$ cat src/rtl/imem_boot_loader.sv
// rtl/imem_boot_loader.sv - framed byte-stream loader for the core instruction memory
//
// Receives LEN0 LEN1 (word count N, little-endian), then N little-endian
// 32-bit words, then an XOR checksum byte. Writes each word to consecutive
// instruction-memory word addresses starting at 0, and releases the core
// from reset only once the checksum matches.
//
// Ports:
//   clk        in   system clock, rising edge
//   reset      in   synchronous active-low reset
//   rx_data    in   [7:0] image byte
//   rx_valid   in   rx_data valid
//   rx_ready   out  byte accepted on an edge where rx_valid && rx_ready
//   im_we      out  instruction-memory write enable, one-cycle pulse
//   im_addr    out  [ADDR_W-1:0] instruction-memory word address
//   im_wdata   out  [31:0] instruction word
//   core_reset out  active-high core reset, released only in the done state
//   done       out  image loaded with good checksum (sticky until reset)
//   error      out  length overflow or checksum mismatch (sticky until reset)

module imem_boot_loader #(
    parameter int ADDR_W = 8
) (
    input  logic              clk,
    input  logic              reset,
    input  logic [7:0]        rx_data,
    input  logic              rx_valid,
    output logic              rx_ready,
    output logic              im_we,
    output logic [ADDR_W-1:0] im_addr,
    output logic [31:0]       im_wdata,
    output logic              core_reset,
    output logic              done,
    output logic              error
);

    typedef enum logic [2:0] {
        S_LEN0,
        S_LEN1,
        S_DATA,
        S_WRITE,
        S_CSUM,
        S_DONE,
        S_ERR
    } state_t;

    // Capacity in words; N equal to this is legal, anything above overflows.
    localparam logic [16:0] MAX_WORDS = 17'd1 << ADDR_W;

    state_t            state;
    state_t            state_next;
    logic [7:0]        len_lo;
    logic [15:0]       len;
    logic [1:0]        byte_cnt;
    logic [ADDR_W-1:0] word_idx;
    logic [7:0]        acc;
    logic [23:0]       word_sr;

    logic              xfer;
    logic [15:0]       len_rx;
    logic [16:0]       idx_plus1;
    logic              ready_next;

    assign xfer   = rx_valid && rx_ready;
    assign len_rx = {rx_data, len_lo};
    // Widened so that the last word of a full-capacity image compares equal
    // to N even though word_idx itself wraps to 0.
    assign idx_plus1 = {{(17 - ADDR_W){1'b0}}, word_idx} + 17'd1;

    always_comb begin
        state_next = state;
        case (state)
            S_LEN0: begin
                if (xfer) state_next = S_LEN1;
            end
            S_LEN1: begin
                if (xfer) begin
                    if ({1'b0, len_rx} > MAX_WORDS) state_next = S_ERR;
                    else if (len_rx == 16'd0)       state_next = S_CSUM;
                    else                            state_next = S_DATA;
                end
            end
            S_DATA: begin
                if (xfer && byte_cnt == 2'd3) state_next = S_WRITE;
            end
            S_WRITE: begin
                if (idx_plus1 == {1'b0, len}) state_next = S_CSUM;
                else                          state_next = S_DATA;
            end
            S_CSUM: begin
                if (xfer) state_next = (rx_data == acc) ? S_DONE : S_ERR;
            end
            default: state_next = state;
        endcase
    end

    // Outputs are registered from the next state so they change on the same
    // edge as the state transition (rx_ready drops as S_WRITE is entered).
    assign ready_next = (state_next == S_LEN0) || (state_next == S_LEN1) ||
                        (state_next == S_DATA) || (state_next == S_CSUM);

    always_ff @(posedge clk) begin
        if (!reset) begin
            state      <= S_LEN0;
            rx_ready   <= 1'b0;
            im_we      <= 1'b0;
            im_addr    <= '0;
            im_wdata   <= '0;
            core_reset <= 1'b1;
            done       <= 1'b0;
            error      <= 1'b0;
            len_lo     <= '0;
            len        <= '0;
            byte_cnt   <= '0;
            word_idx   <= '0;
            acc        <= '0;
            word_sr    <= '0;
        end else begin
            state      <= state_next;
            rx_ready   <= ready_next;
            im_we      <= (state_next == S_WRITE);
            core_reset <= (state_next != S_DONE);
            done       <= (state_next == S_DONE);
            error      <= (state_next == S_ERR);

            // The checksum byte itself is not folded into the accumulator.
            if (xfer && state != S_CSUM) acc <= acc ^ rx_data;

            case (state)
                S_LEN0: if (xfer) len_lo <= rx_data;
                S_LEN1: if (xfer) len <= len_rx;
                S_DATA: begin
                    if (xfer) begin
                        byte_cnt <= byte_cnt + 2'd1;
                        case (byte_cnt)
                            2'd0: word_sr[7:0]   <= rx_data;
                            2'd1: word_sr[15:8]  <= rx_data;
                            2'd2: word_sr[23:16] <= rx_data;
                            default: begin
                                im_wdata <= {rx_data, word_sr};
                                im_addr  <= word_idx;
                            end
                        endcase
                    end
                end
                S_WRITE: word_idx <= word_idx + 1'b1;
                default: ;
            endcase
        end
    end

endmodule

$ cat config.mk
export PLATFORM = sky130hd
export DESIGN_NAME = imem_boot_loader
export DESIGN_NICKNAME = d
export VERILOG_FILES = /design/src/rtl/imem_boot_loader.sv
export SDC_FILE = /design/constraint.sdc
export NUM_CORES = 1
export LEC_CHECK = 0
export CAP_MARGIN = 20
export CORE_ASPECT_RATIO = 1.75
export CORE_MARGIN = 5
export CORE_UTILIZATION = 58
export CTS_BUF_LIST = sky130_fd_sc_hd__clkbuf_4 sky130_fd_sc_hd__clkbuf_8
export CTS_CLUSTER_SIZE = 24
export DETAILED_ROUTE_END_ITERATION = 12
export PLACE_DENSITY = 0.82
export SYNTH_ARGS = -nofsm -noshare
export SYNTH_HDL_FRONTEND = slang
export SYNTH_SLANG_ARGS = --single-unit
$ cat constraint.sdc
create_clock -name clk -period 3.5 [get_ports clk]
set_input_delay 1.05 -clock clk [delete_from_list [all_inputs] [get_ports clk]]
set_output_delay 1.05 -clock clk [all_outputs]
set_load 0.05 [all_outputs]
==> summary.md <==
| Metric | Value |
|---|---|
| Largest net degree at the start of global routing | 54 |
| Area share of the largest cell type after synthesis | 0.481 |
| Initial antenna violation count | 0 |
| Share of layout cells above drive strength 1 | 0.0854 |
| Top area cells in the synthesized netlist | dfxtp_1 (48%), nand2_1 (11%), a21oi_1 (9.2%), nand3_1 (3.4%), clkbuf_1 (3.3%) |
| DR vias | between 4000 and 5000 |
| Synthesized Nets | about 600 |
| Skew-Pair Late Insertion Delay | roughly 0.44 ns |
| Busiest grt layer | met2 |
| RR Endpoint | error |
| Syn Inst Count | about 600 |
| Antenna diodes | 0 |
| Io pins | 56 |
| Routed WL | 11700 um |
| R2R Setup Slk | approximately 0.8 ns |
| Max-slew violation count | 0 |
| Chip Width | between 70 and 80 um |
| Synth cell types | 45 |
| Gpl congestion | ~0.94 |
| TritonCTS clock tree | done |
| Core area | 7960 um^2 |
| RSZ-0062 raised after global routing | no |
| Dpl hpwl | ~8100 um |
| R2R Path Start | word_idx[0] |
| Period minus WS final | 2.90 ns |
| Met3 usage | 0.0730 |
| DIE AREA | about 10000 um^2 |
| Endpoint of the worst setup timing path | rx_ready |
| Top_reg_cell synth | dfxtp_1 |
| PortBufs | 55 |
| Syn avg cell area | ~8 um^2 |
| Leak pwr | around 2.0 nW |
| GR Util met2 | 0.424 |
| Setup TNS | 0 ns |
| TritonCTS Buffers | 17 |
| CTS Buffer Depth | 2 |
| Via density | between 5 and 6 |
| Cell with the most instances after synthesis | nand2_1 |
| Critical path startpoint category | input port |
| Cts-stage hold buffer count | 0 |
| Worst Clk Skew | ~0.011 ns |
| Async set-reset flop share out of synthesis | 0 |
| Setup CP Type | in -> reg |
| VDD IR max | around 0.31 mV |
| Worst-Margin Slew | 0.899 ns |
| EDFF count, synth | 0 |
| Post-CTS Setup Repair Bufs | 0 |
| Drt drc | 0 |
| CTS Sinks | roughly 110 |
| Worst Path Max Fanout | 3 |
| Sequential area share after synthesis | 0.481 |
| Global-route wire length before repair | roughly 20000 um |
| Vias in the first global route | 4122 |
| Htree depth | 4 |
| Depth of the most critical reg-to-reg path | 7 |
| # resized after CTS | 0 |
| Total GRT Usage | 0.249 |
| Met1 Usage GRT | 0.270 |
| Synth Register Bits | 114 |
| DP Cell Count | around 700 |
| Hold violation count in the final report | 0 |
| Overflow after GRT | 0 |
| Arrival @ worst endpoint | 3.26 ns |
| # rows | 43 |
| Crit path capture type | register |
| Die Y | between 100 and 150 um |
| Max-capacitance violation count | 0 |
| Routed Antenna Nets | 0 |
| Fmax | about 340 MHz |
| Wire per inst | 15.9 um |
| Data required, critical path | 3.87 ns |
| Starting Density | 0.596 |
| Clk slew on worst S/H paths | 0.06 ns |
| Crit path launch | rx_data[4] |
| CTS root buf | clkbuf_8 |
| Final setup vio count | 0 |
| Total power | between 0.002 and 0.003 W |
| YS warnings | 0 |
| First-pass DRT Iterations | 5 |
| Status | complete, no violations |
| Synth cell count leaders | nand2_1 (141), dfxtp_1 (114), a21oi_1 (87), clkbuf_1 (42) |
| DR iter-0 viols | roughly 260 |
| Power Density | ~520 nW/um^2 |
| Normalized max-slew margin | 0.400 |
| Area grow syn2layout | 21.1% |
| HP Class | reg -> reg |
| Final worst-path cycle share | 0.828 |
| Cell area after synthesis | about 4700 um^2 |
| Fin nets | between 600 and 700 |
| Non-Filler Instances | between 700 and 800 |
| Area leader, netlist | dfxtp_1 |
## flip-flops by register name, indices dropped and copies added, names as in the netlist
| register | flops |
|---|---|
| core_reset | 1 |
| len_lo | 8 |
| acc | 8 |
| len | 16 |
| rx_ready | 1 |
| byte_cnt | 2 |
| state | 3 |
| word_sr | 24 |
| word_idx | 8 |
| done | 1 |
| im_wdata | 32 |
| error | 1 |
| im_we | 1 |
| im_addr | 8 |
## worst max-delay path, cell delays in order
cell             delay [ns]
clkdlybuf4s50_1        0.43
or4_4                  0.56
or4_4                  0.44
or2_0                  0.25
a2111oi_2              0.30
o32ai_1                0.14
o21ai_0                0.09
## layer usage
metal  part of all wire  wire length, um
met5                  0                0
met4              0.045              523
met3              0.050              583
met2               0.52             6060
met1               0.39             4500
## how the worst min path moves through the flow
stage	to	start	cells after the start	slack [ns]
after floorplan	im_wdata[0]	word_sr[0]	2	0.43
after global placement	im_wdata[10]	word_sr[10]	2	0.44
after detailed placement	im_wdata[10]	word_sr[10]	2	0.44
after CTS	im_wdata[7]	im_wdata[7]	2	0.46
after global routing	im_addr[3]	im_addr[3]	2	0.48
final	im_wdata[7]	im_wdata[7]	2	0.45
## cell type report
cell class / instances / area (um^2)
multi-input combinational: 422 / 2240
sequential: 114 / 2280
clock buffer: 24 / 305
timing repair buffer: 72 / 703
inverter: 6 / 22.5
tap: 90 / 113
clock inverter: 6 / 80.1
fill: 603 / 2210
## through the flow
step,util,worst slack (ns),instance area [um^2],hold slack (ns)
5_1_grt,0.722,0.533,5750,0.480
2_1_floorplan,-,0.603,4750,0.432
3_3_place_gp,0.674,0.210,5370,0.440
4_1_cts,0.722,0.604,5750,0.455
6_report,0.722,0.601,5750,0.450
3_5_place_dp,0.674,0.146,5370,0.443
## cells in the final DEF (no fill, tap or decap), drive strengths merged, types with 2 or more instances in the layout
master,instances
or3,3
xor2,14
bufinv,2
xnor2,16
nor4,9
mux2i,10
o22ai,2
o21ai,28
and2,3
nor2b,2
inv,6
clkdlybuf4s50,55
clkinv,4
nand2,141
nor2,32
nand4,4
buf,17
or4,3
o2111ai,2
dfxtp,114
nor3b,2
nor3,7
ha,6
clkbuf,24
nand3b,4
a21oi,87
nand3,32
## report_power, final
group          total [W]  leakage [nW]  internal [W]  switching, W
Clock            0.00120         0.206      0.000707      0.000489
Combinational   0.000382         0.827      0.000150      0.000231
Sequential       0.00141         0.921       0.00135     0.0000608
## logic make-up after synthesis
logic type	synth area share
buffers and inverters	0.0477
AND/OR/NAND/NOR	0.231
XOR/XNOR	0.0554
flip-flops	0.481
AO/OA/AOI/OAI	0.148
adder cells (fa/ha/maj)	0.0158
multiplexers	0.0211
Power figures use the tool's default switching activity.
